**config.mk**
```make
export PLATFORM = sky130hd
export DESIGN_NAME = ro_period_monitor
export DESIGN_NICKNAME = d
export VERILOG_FILES = /design/src/rtl/ro_period_monitor.sv
export SDC_FILE = /design/constraint.sdc
export NUM_CORES = 1
export LEC_CHECK = 0
export ABC_CLOCK_PERIOD_IN_PS = 3440
export BUFFER_PORTS_ARGS = -buffer_cell sky130_fd_sc_hd__buf_4
export CAP_MARGIN = 0
export CORE_MARGIN = 10
export CORE_UTILIZATION = 37
export CTS_BUF_LIST = sky130_fd_sc_hd__clkbuf_8
export CTS_CLUSTER_DIAMETER = 120
export DETAILED_ROUTE_END_ITERATION = 10
export GPL_ROUTABILITY_DRIVEN = 0
export PLACE_DENSITY_LB_ADDON = 0.25
export SYNTH_ARGS = -nofsm -noshare
export SYNTH_HDL_FRONTEND = slang
export SYNTH_SLANG_ARGS = --single-unit
```
**constraint.sdc**
```tcl
create_clock -name clk -period 3.44 [get_ports clk]
set_clock_uncertainty 0.1 [all_clocks]
set_input_delay 0 -clock clk [delete_from_list [all_inputs] [get_ports clk]]
set_output_delay 0 -clock clk [all_outputs]
set_load 0.05 [all_outputs]
```
**src/rtl/ro_period_monitor.sv**
```systemverilog
// ro_period_monitor
// Measures the period of an asynchronous ring-oscillator output in clk
// cycles. It checks each period against a programmable window, debounces
// out-of-window periods into a fail flag with hysteresis, and keeps a sticky
// copy of that flag. It also registers a clamped oscillator set-period for
// the control loop.
//
// Parameters:
//   CNT_W        width of counter, window bounds, period and set-period
//   SYNC_STAGES  synchroniser depth on ro_external (>= 2)
//   FAIL_COUNT   consecutive bad / good periods needed to set / clear fail
//
// Ports:
//   clk, rst             clock (rising edge), async active-high reset
//   en                   measurement enable
//   ro_external          asynchronous oscillator output
//   per_min, per_max     legal period window (inclusive, unsigned)
//   psi_set              requested oscillator setting
//   psi_min, psi_max     clamp bounds for the setting
//   clr_sticky           clears fail_sticky (a simultaneous set wins)
//   period_out           last measured period
//   period_valid         one-cycle strobe, period_out updated
//   timeout              one-cycle strobe, counter saturated without an edge
//   fail, fail_sticky    debounced fail and its latched copy
//   set_period           registered clamp of psi_set
module ro_period_monitor #(
    parameter int CNT_W       = 16,
    parameter int SYNC_STAGES = 2,
    parameter int FAIL_COUNT  = 3
) (
    input  logic             clk,
    input  logic             rst,
    input  logic             en,
    input  logic             ro_external,
    input  logic [CNT_W-1:0] per_min,
    input  logic [CNT_W-1:0] per_max,
    input  logic [CNT_W-1:0] psi_set,
    input  logic [CNT_W-1:0] psi_min,
    input  logic [CNT_W-1:0] psi_max,
    input  logic             clr_sticky,
    output logic [CNT_W-1:0] period_out,
    output logic             period_valid,
    output logic             timeout,
    output logic             fail,
    output logic             fail_sticky,
    output logic [CNT_W-1:0] set_period
);

    localparam int               FC_W    = $clog2(FAIL_COUNT + 1);
    localparam logic [FC_W-1:0]  FC_VAL  = FC_W'(FAIL_COUNT);
    localparam logic [CNT_W-1:0] CNT_MAX = '1;

    typedef enum logic [1:0] {
        IDLE,
        ARM,
        MEASURE
    } state_t;

    state_t           state;
    logic [CNT_W-1:0] cnt;
    logic [FC_W-1:0]  viol_cnt;
    logic [FC_W-1:0]  good_cnt;

    logic [SYNC_STAGES-1:0] sync_q;
    logic                   sync_d;
    logic                   rise;

    logic [CNT_W-1:0] meas;
    logic             meas_bad;
    logic [FC_W-1:0]  viol_inc;
    logic [FC_W-1:0]  good_inc;

    // Synchroniser chain followed by a registered rising-edge detector; the
    // rise pulse lasts exactly one clk cycle per synchronised edge.
    always_ff @(posedge clk or posedge rst) begin
        if (rst) begin
            sync_q <= '0;
            sync_d <= 1'b0;
            rise   <= 1'b0;
        end else begin
            sync_q <= {sync_q[SYNC_STAGES-2:0], ro_external};
            sync_d <= sync_q[SYNC_STAGES-1];
            rise   <= sync_q[SYNC_STAGES-1] & ~sync_d;
        end
    end

    // A rise while cnt is saturated would need one more bit; report the
    // largest representable period instead of wrapping to zero.
    assign meas     = (cnt == CNT_MAX) ? CNT_MAX : cnt + CNT_W'(1);
    assign meas_bad = (meas < per_min) || (meas > per_max);
    assign viol_inc = (viol_cnt == FC_VAL) ? FC_VAL : viol_cnt + FC_W'(1);
    assign good_inc = (good_cnt == FC_VAL) ? FC_VAL : good_cnt + FC_W'(1);

    // Measurement FSM. Timeouts and out-of-window periods share the
    // violation path; fail changes on the same edge that completes a run.
    always_ff @(posedge clk or posedge rst) begin
        if (rst) begin
            state        <= IDLE;
            cnt          <= '0;
            viol_cnt     <= '0;
            good_cnt     <= '0;
            period_out   <= '0;
            period_valid <= 1'b0;
            timeout      <= 1'b0;
            fail         <= 1'b0;
        end else begin
            period_valid <= 1'b0;
            timeout      <= 1'b0;
            if (!en) begin
                state    <= IDLE;
                cnt      <= '0;
                viol_cnt <= '0;
                good_cnt <= '0;
            end else begin
                case (state)
                    IDLE: begin
                        state <= ARM;
                        cnt   <= '0;
                    end
                    ARM: begin
                        if (rise) begin
                            cnt   <= '0;
                            state <= MEASURE;
                        end else if (cnt == CNT_MAX) begin
                            timeout  <= 1'b1;
                            cnt      <= '0;
                            viol_cnt <= viol_inc;
                            good_cnt <= '0;
                            if (viol_inc == FC_VAL) fail <= 1'b1;
                        end else begin
                            cnt <= cnt + CNT_W'(1);
                        end
                    end
                    MEASURE: begin
                        if (rise) begin
                            period_out   <= meas;
                            period_valid <= 1'b1;
                            cnt          <= '0;
                            if (meas_bad) begin
                                viol_cnt <= viol_inc;
                                good_cnt <= '0;
                                if (viol_inc == FC_VAL) fail <= 1'b1;
                            end else begin
                                good_cnt <= good_inc;
                                viol_cnt <= '0;
                                if (good_inc == FC_VAL) fail <= 1'b0;
                            end
                        end else if (cnt == CNT_MAX) begin
                            timeout  <= 1'b1;
                            cnt      <= '0;
                            state    <= ARM;
                            viol_cnt <= viol_inc;
                            good_cnt <= '0;
                            if (viol_inc == FC_VAL) fail <= 1'b1;
                        end else begin
                            cnt <= cnt + CNT_W'(1);
                        end
                    end
                    default: begin
                        state <= IDLE;
                        cnt   <= '0;
                    end
                endcase
            end
        end
    end

    // Sticky flag: a set from fail takes priority over clr_sticky.
    always_ff @(posedge clk or posedge rst) begin
        if (rst) begin
            fail_sticky <= 1'b0;
        end else if (fail) begin
            fail_sticky <= 1'b1;
        end else if (clr_sticky) begin
            fail_sticky <= 1'b0;
        end
    end

    // Setting clamp. With inverted bounds every setting resolves to psi_max.
    always_ff @(posedge clk or posedge rst) begin
        if (rst) begin
            set_period <= '0;
        end else if ((psi_min > psi_max) || (psi_set > psi_max)) begin
            set_period <= psi_max;
        end else if (psi_set < psi_min) begin
            set_period <= psi_min;
        end else begin
            set_period <= psi_set;
        end
    end

endmodule

```
==> results summary, run 1 <==
The run finished with clean final reports. Sorting the synthesized cells by how often they occur yields sky130_fd_sc_hd__ha_1 (82), sky130_fd_sc_hd__inv_1 (71), sky130_fd_sc_hd__dfrtp_1 (62). The critical path goes through and3_4, and3_4, and2_4, and4_4, and3_4, mux2_4, ha_1, nand3_1, nor3_2, a211oi_1, o21ai_1, a2bb2oi_2, a2111oi_2. The area fraction in compound gates after synthesis is 0.1321. The average detailed-routed wire length per instance came out at 15.83 um. sky130_fd_sc_hd__dfrtp_1 takes more of the synthesized area than any other cell. The maximum count of clock buffers along a single path is 2.

The synthesized-area fraction occupied by xor and xnor cells is 0.02764. The post-layout instance area came out at 0.006469 sq mm. When the netlist entered floorplanning its net count stood at 681.

The area inside the core boundary came out at 0.01262 sq mm. The layout cell share with drive strength beyond 1 came out at 0.2449. By instance count, the leading cell after synthesis is sky130_fd_sc_hd__ha_1.

In this run the cell area measured after placement is 0.005849 sq mm. The post-synthesis instance area is 0.004753 sq mm. The post-route fraction of the period consumed by the critical path is 0.9746. The die outline area is 0.01778 sq mm. The H-tree generated during clock tree synthesis spans 3 levels. The cell family contributing the most delay on the critical path is simple AND/OR/NAND/NOR gates. The synthesized netlist cell count came out at 514. Final hold analysis gives a worst-case slack of 0.1951 ns. Cell internal power was estimated by the tool at 1.709 mW. The required time at the worst-slack endpoint is 3.58 ns. Entering global routing, the biggest net connects 47 pins. The worst hold path belongs to the class input port to register. The area growth from synthesis to layout is 36.09%. The largest family of logic cells by synthesized area is adder cells.

The average instance in the mapped netlist occupies 9.248 sq um. The routed via count came out at 4,325. The kind of start point of the critical path is a register. Of all nets on the critical path, the largest fanout is 5. The simple-gate share of the synthesized area came out at 0.1492.

The maximum resistive drop on vdd came out at 218.5 uV. Setup violations remaining at the end of the flow were counted as 0. Of the total power, the share spent switching nets is 0.4180. The reported net switching power is 1.228 mW.

The clock sink count came out at 62. The first-pass GRT wire length is 21,940 um. In this design, the critical path's most frequently occurring cell is sky130_fd_sc_hd__and3_4.

The combinational group share of total power is 0.448. The initial antenna violation count is 0. After synthesis, the cell types taking the most area are sky130_fd_sc_hd__dfrtp_1 (33%), sky130_fd_sc_hd__ha_1 (22%), sky130_fd_sc_hd__mux2i_1 (6.7%). The row count is 41. The slew at the pin with the worst max-slew slack is 1.035 ns. Max-cap violations in this run came to 0. The number of synthesized register bits came out at 62.

The worst setup path is of the register to register kind. The worst register-to-register path has a setup slack of 0.09 ns. The count of filler cells inserted in the layout is 1,213.

The cell sitting at the root of the clock tree is a sky130_fd_sc_hd__clkbuf_8. The placed cell count came out at 801. The yosys synthesis warning count is 0. Setup repair after global routing could not meet its margin everywhere. TritonCTS built the clock tree. The post-detailed-route count of antenna-violating nets is 0. The total CTS buffers is 9. After synthesis, the share of cell area in mux cells is 0.07844. The adder-cell area share of the yosys netlist came out at 0.2158.

The number of hold-slack violations in the final timing report is 0. The most used flip-flop cell after synthesis is sky130_fd_sc_hd__dfrtp_1. The starting density of the core is 0.3767. The HPWL after detailed placement is 10,880 um. The number of pins exceeding their max-slew limit in the final report came out at 0.

The worst path buffer plus inverter count came out at 0. The overall routed net length came out at 13,580 um. The static power due to leakage is 3.365 nW. The clock network latency to the later pin of the worst-skew pair is 0.35 ns. The portion of total power attributed to sequential cells is 0.320. The achievable clock frequency came out at 298.3 MHz. Clock-pin slew was measured on the worst setup and hold paths at 0.08 ns.

The remaining design rule violation count came out at 0. In this run the count of I/O pins placed on the die edge is 121. The number of enable flip-flop cells after synthesis came out at 0.

The max-slew headroom at the worst pin came out at 0.3091. The power per cell area came out at 454.0 mW/mm^2. The height of the die is 133.3 um. Before antenna repair, the detailed router went through 4 iterations. The worst stage delay on the critical path is 0.40 ns.

Data on the critical path arrives at its endpoint at 3.50 ns. The number of antenna diodes in the final layout is 0. The number of nets in the finished design came out at 848.

The fraction of registers with async set/reset came out at 1.000. On the critical path, the stage with the largest delay is an instance of sky130_fd_sc_hd__dfrtp_1. The post-route minimum period is 3.353 ns. STA classifies the critical path endpoint as a register. The post-detailed-route via-to-cell ratio is 5.041. The violation count after the first detailed-routing iteration is 229. The count of buffers added on input and output ports is 120. The proportion of power drawn by the clock network is 0.232.

The sequential share of the synthesized area came out at 0.3264. The horizontal die dimension came out at 133.3 um. The non-filler instance count after layout is 858.

The total global routing overflow is 0. The total track usage is 0.1495. The synthesized netlist contains 52 unique library cells. The number of global-route vias before repair is 4,488.

The area fraction of the dominant cell type after synthesis is 0.3264.
## worst paths after layout
| kind | to | cells after the start | from |
|---|---|---|---|
| worst max-delay path | viol_cnt[0]$_DFFE_PP0P_ | 13 | cnt[2]$_DFF_PP0_ |
| worst min-delay path | sync_q[0]$_DFF_PP0_ | 2 | ro_external |
| worst max register to register | viol_cnt[0]$_DFFE_PP0P_ | 13 | cnt[2]$_DFF_PP0_ |
| worst min register to register | sync_q[1]$_DFF_PP0_ | 0 | sync_q[0]$_DFF_PP0_ |
| max in group asynchronous | cnt[12]$_DFF_PP0_ | 4 | rst |
| min in group asynchronous | sync_q[0]$_DFF_PP0_ | 3 | rst |
## repair_timing
action / CTS / global route
hold buffers: 37 / 0
buffers inserted: 0 / 4
gates resized for setup: 0 / 4
hold endpoints to repair: 68 / 0
setup endpoints to repair: 0 / 13
## cells by family (layout without fill, tap and decap cells)
family / after synthesis / after routing
XOR/XNOR: 15 / 15
AND/OR/NAND/NOR: 146 / 146
flip-flops: 62 / 62
AO/OA/AOI/OAI: 91 / 91
multiplexers: 36 / 36
buffers and inverters: 82 / 254
adder cells (fa/ha/maj): 82 / 82
## routing by layer
| layer | up-vias | wire, um | global-route usage |
|---|---|---|---|
| met2 | 146 | 6319 | 0.2461 |
| met1 | 2016 | 6124 | 0.1807 |
| met3 | 16 | 924 | 0.04850 |
| met4 | 0 | 210 | 0.04716 |
| li1 | 2147 | - | - |
| met5 | - | 0 | 0 |
## flip-flops by register name, indices dropped and copies added, names as in the netlist
| register | flops |
|---|---|
| sync_q | 2 |
| state | 2 |
| viol_cnt | 2 |
| period_out | 16 |
| fail | 1 |
| good_cnt | 2 |
| rise | 1 |
| timeout | 1 |
| period_valid | 1 |
| sync_d | 1 |
| cnt | 16 |
| set_period | 16 |
| fail_sticky | 1 |
## power by group through the flow
stage	clock, mW	sequential (mW)	combinational [mW]
2_1_floorplan	0	1.35	0.430
3_3_place_gp	0	0.954	1.22
3_5_place_dp	0	0.955	1.25
4_1_cts	0.697	0.941	1.31
5_1_grt	0.735	0.958	1.42
6_report	0.682	0.941	1.31
## per-stage QoR
stage               power (mW)    util  setup slack [ns]  setup TNS (ns)
floorplan                1.778       -            0.3038               0
detailed placement       2.201  0.4635            0.1383               0
global placement         2.175  0.4635            0.2571               0
finish                   2.937  0.5126           0.08726               0
CTS                      2.949  0.5093            0.1123               0
global route             3.115  0.5126          -0.06616        -0.06808
## placed cells by master (no fill, tap or decap), types with 4 or more instances in the layout
cell / n
sky130_fd_sc_hd__a211oi_1: 8
sky130_fd_sc_hd__a21o_1: 4
sky130_fd_sc_hd__a21oi_1: 21
sky130_fd_sc_hd__a31oi_1: 14
sky130_fd_sc_hd__and3_4: 4
sky130_fd_sc_hd__buf_4: 130
sky130_fd_sc_hd__clkbuf_8: 10
sky130_fd_sc_hd__dfrtp_1: 62
sky130_fd_sc_hd__dlygate4sd3_1: 37
sky130_fd_sc_hd__ha_1: 82
sky130_fd_sc_hd__inv_1: 70
sky130_fd_sc_hd__mux2i_1: 32
sky130_fd_sc_hd__nand2_1: 30
sky130_fd_sc_hd__nand3_1: 16
sky130_fd_sc_hd__nand4_1: 13
sky130_fd_sc_hd__nor2_1: 55
sky130_fd_sc_hd__nor2b_1: 4
sky130_fd_sc_hd__nor3_1: 6
sky130_fd_sc_hd__o211ai_1: 4
sky130_fd_sc_hd__o21ai_0: 17
sky130_fd_sc_hd__xnor2_1: 8
sky130_fd_sc_hd__xor2_1: 7
## layout make-up
| type | instances | area [sq um] | share of cell area |
|---|---|---|---|
| clock buffer | 10 | 137.6 | 0.02128 |
| sequential | 62 | 1551 | 0.2398 |
| timing repair buffer | 167 | 1346 | 0.2081 |
| multi-input combinational | 370 | 2882 | 0.4455 |
| inverter | 71 | 266.5 | 0.04120 |
| clock inverter | 6 | 70.07 | 0.01083 |
| tap | 172 | 215.2 | 0.03327 |
## worst reg2reg max path: cells and delay by family (launching register included)
family | cells | cell delay, ns
multiplexers | 1 | 0.31
flip-flops | 1 | 0.40
AO/OA/AOI/OAI | 4 | 0.93
AND/OR/NAND/NOR | 7 | 1.20
adder cells (fa/ha/maj) | 1 | 0.29
(Power assumes the default switching activity.)
==> run 2: changes to the inputs <==
Settings changed: PLACE_DENSITY from default to 0.57, PLACE_DENSITY_LB_ADDON 0.25 to default, SETUP_SLACK_MARGIN from default to 0.15.
==> results summary, run 2 (synthesized netlist as in run 1, its figures left out) <==
The total CTS buffers came out at 9. The HPWL after detailed placement is 10,680 um. The max-slew headroom at the worst pin came out at 0.2770. The total global routing overflow came out at 0. The switching share of total power came out at 0.4149. The portion of total power attributed to sequential cells is 0.323. The setup check on the worst reg-to-reg path leaves a slack of 0.29 ns. The total track usage is 0.1498. The post-layout instance area came out at 0.006633 sq mm.

For this design the ratio of total power to cell area is 441.1 mW/mm^2. For this run, the slowest stage of the critical path takes 0.39 ns. The accumulated negative setup slack is 0 ns.

The post-detailed-route via-to-cell ratio is 4.951. The number of buffers added on ports came out at 120. Leaving out fill and tap cells, the most frequent cell in the layout is sky130_fd_sc_hd__buf_4. The pin count of the biggest net entering global routing came out at 53. The clock sink count came out at 62. Data on the critical path arrives at its endpoint at 3.28 ns. The row count is 41. The violation count after the first detailed-routing iteration is 116. After layout, the minimum clock period comes to 3.148 ns. Setup repair after global routing left no endpoint under its margin. For hold timing, the worst endpoint is sync_q[0]$_DFF_PP0_. The smallest hold slack is 0.2025 ns. Clock tree synthesis selected as its root buffer the cell sky130_fd_sc_hd__clkbuf_8.

The post-CTS clock slew at the launch and capture registers of the worst setup and hold paths came out at 0.07 ns. The boundary pin count is 121. The height of the die came out at 133.3 um. The largest registers in the layout are cnt: 16 flops, period_out: 16 flops, set_period: 16 flops. The total internal power is 1.712 mW. Counting stages on the worst path, the most repeated cell is sky130_fd_sc_hd__and3_4.

The number of nets in the finished design is 852. The remaining design rule violation count is 0. The die covers 0.01778 sq mm. The reported net switching power is 1.214 mW. The flow ran to the end, and the final reports show no timing, DRC or antenna violations. The achievable clock frequency came out at 317.6 MHz. The critical path in this run is classified as register to register.

The number of cells on the worst hold path came out at 2. Detailed routing inserted a total of 4,268 vias. In the final layout, the share of cells above drive strength 1 is 0.2725. At the pin with the least slew margin, the transition time is 1.084 ns. In this run the worst path has a maximum fanout of 5. The library cells used most frequently in the layout, excluding fill and tap cells, are sky130_fd_sc_hd__buf_4 (132), sky130_fd_sc_hd__ha_1 (79), sky130_fd_sc_hd__inv_1 (70). The detailed-router iteration count before antenna repair came out at 4. Setup violations remaining at the end of the flow were counted as 0.

The number of global-route vias before repair came out at 4,418. On the critical path the largest part of the delay comes from simple AND/OR/NAND/NOR gates. The number of inserted diodes came out at 0. The static power due to leakage came out at 3.429 nW. The worst path buffer plus inverter count came out at 0. In this run the critical register-to-register path is launched from cnt[3]$_DFF_PP0_. The horizontal die dimension is 133.3 um.

The number of pins exceeding their max-slew limit in the final report came to 0. The worst hold path begins at ro_external. Across the run, the number of max-cap violations was 0. The master of the slowest instance on the critical path is sky130_fd_sc_hd__dfrtp_1. The area added between synthesis and finish is 39.54%.

The deepest level of the CTS H-tree came out at 3. The clock network latency to the later pin of the worst-skew pair came out at 0.35 ns. The maximum count of clock buffers along a single path came out at 2. The kind of start point of the critical path is a register.

The capture point of the worst reg-to-reg path is good_cnt[1]$_DFFE_PP0P_. The initial antenna violation count is 0. The clock tree from TritonCTS is done. The number of hold-slack violations in the final timing report is 0. The non-filler instance count after layout came out at 862. The required time at the worst-slack endpoint came out at 3.58 ns. The maximum resistive drop on vdd came out at 176.5 uV. The starting density of the core is 0.3767. Once detail routing completed, the nets flagged for antenna violations numbered 0. Measured in cells, the most critical reg-to-reg path has a length of 13. Traced cell by cell, the critical path runs through and3_4, and3_4, and2_4, and4_4, and3_4, mux2_4, ha_4, nand3_4, nor3_4, a211oi_1, o21ai_1, a2bb2oi_2, o2bb2a_1.

The average detailed-routed wire length per instance is 15.76 um. Once placement completed, the tool counted placed cells totaling 800. After floorplanning, the core was sized to cover 0.01262 sq mm. The combinational group share of total power came out at 0.451. The min-delay analysis places its worst path in the category input port to register. The placed standard-cell area came out at 0.005854 sq mm. The worst setup path is captured at a register.

The overall routed net length is 13,590 um. The post-route fraction of the period consumed by the critical path came out at 0.9152. The first global-routing pass estimated 21,880 um of wire. Of the total power, the clock network draws 0.226.
==> run 2: worst reg2reg max path, cell delays in order (launching register included) <==
cell and delay (ns):
sky130_fd_sc_hd__dfrtp_1 0.39, sky130_fd_sc_hd__and3_4 0.20, sky130_fd_sc_hd__and3_4 0.19, sky130_fd_sc_hd__and2_4 0.16, sky130_fd_sc_hd__and4_4 0.25, sky130_fd_sc_hd__and3_4 0.21
sky130_fd_sc_hd__mux2_4 0.34, sky130_fd_sc_hd__ha_4 0.26, sky130_fd_sc_hd__nand3_4 0.07, sky130_fd_sc_hd__nor3_4 0.04, sky130_fd_sc_hd__a211oi_1 0.19, sky130_fd_sc_hd__o21ai_1 0.12
sky130_fd_sc_hd__a2bb2oi_2 0.21, sky130_fd_sc_hd__o2bb2a_1 0.30
==> run 2: final cells by class <==
class                           instances  area, sq um
Multi-Input combinational cell        370         2999
Timing Repair Buffer                  171         1401
Tap cell                              172        215.2
Clock buffer                           10        137.6
Inverter                               71        266.5
Fill cell                            1204         5987
Sequential cell                        62         1551
Clock inverter                          6        61.31
==> run 2: worst max path at each step <==
stage | start | endpoint | slack, ns | cells after the start
floorplan | cnt[0]$_DFF_PP0_ | viol_cnt[0]$_DFFE_PP0P_ | 0.30 | 15
global placement | cnt[2]$_DFF_PP0_ | viol_cnt[1]$_DFFE_PP0P_ | 0.25 | 13
detailed placement | cnt[2]$_DFF_PP0_ | viol_cnt[1]$_DFFE_PP0P_ | 0.14 | 13
CTS | psi_max[11] | set_period[5]$_DFF_PP0_ | 0.16 | 12
global route | cnt[3]$_DFF_PP0_ | viol_cnt[0]$_DFFE_PP0P_ | 0.11 | 14
finish | cnt[3]$_DFF_PP0_ | good_cnt[1]$_DFFE_PP0P_ | 0.29 | 13
==> run 2: power by group through the flow <==
stage / Clock (mW) / Sequential, mW / Combinational [mW]
2_1_floorplan: 0 / 1.35 / 0.430
3_3_place_gp: 0 / 0.956 / 1.22
3_5_place_dp: 0 / 0.958 / 1.24
4_1_cts: 0.688 / 0.944 / 1.30
5_1_grt: 0.724 / 0.958 / 1.42
6_report: 0.662 / 0.945 / 1.32
==> run 2: timing repair <==
| item | in CTS | in global routing |
|---|---|---|
| setup endpoints to repair | 2 | 20 |
| pin swaps | 0 | 11 |
| buffers inserted | 1 | 8 |
| hold buffers | 37 | 0 |
| endpoints found under the hold margin | 76 | 0 |
| gates resized for setup | 1 | 25 |
==> run 2: stage by stage <==
step,power (mW),utilization,setup WS [ns]
3_5_place_dp,2.195,0.4639,0.1388
3_3_place_gp,2.177,0.4639,0.2480
4_1_cts,2.933,0.5100,0.1552
5_1_grt,3.106,0.5256,0.1077
2_1_floorplan,1.778,-,0.3038
6_report,2.926,0.5256,0.2918
==> run 2: layer usage <==
layer	global-route usage	wire length [um]
met1	0.1815	6114
met4	0.04595	258
met3	0.05113	876
met5	0	0
met2	0.2448	6337
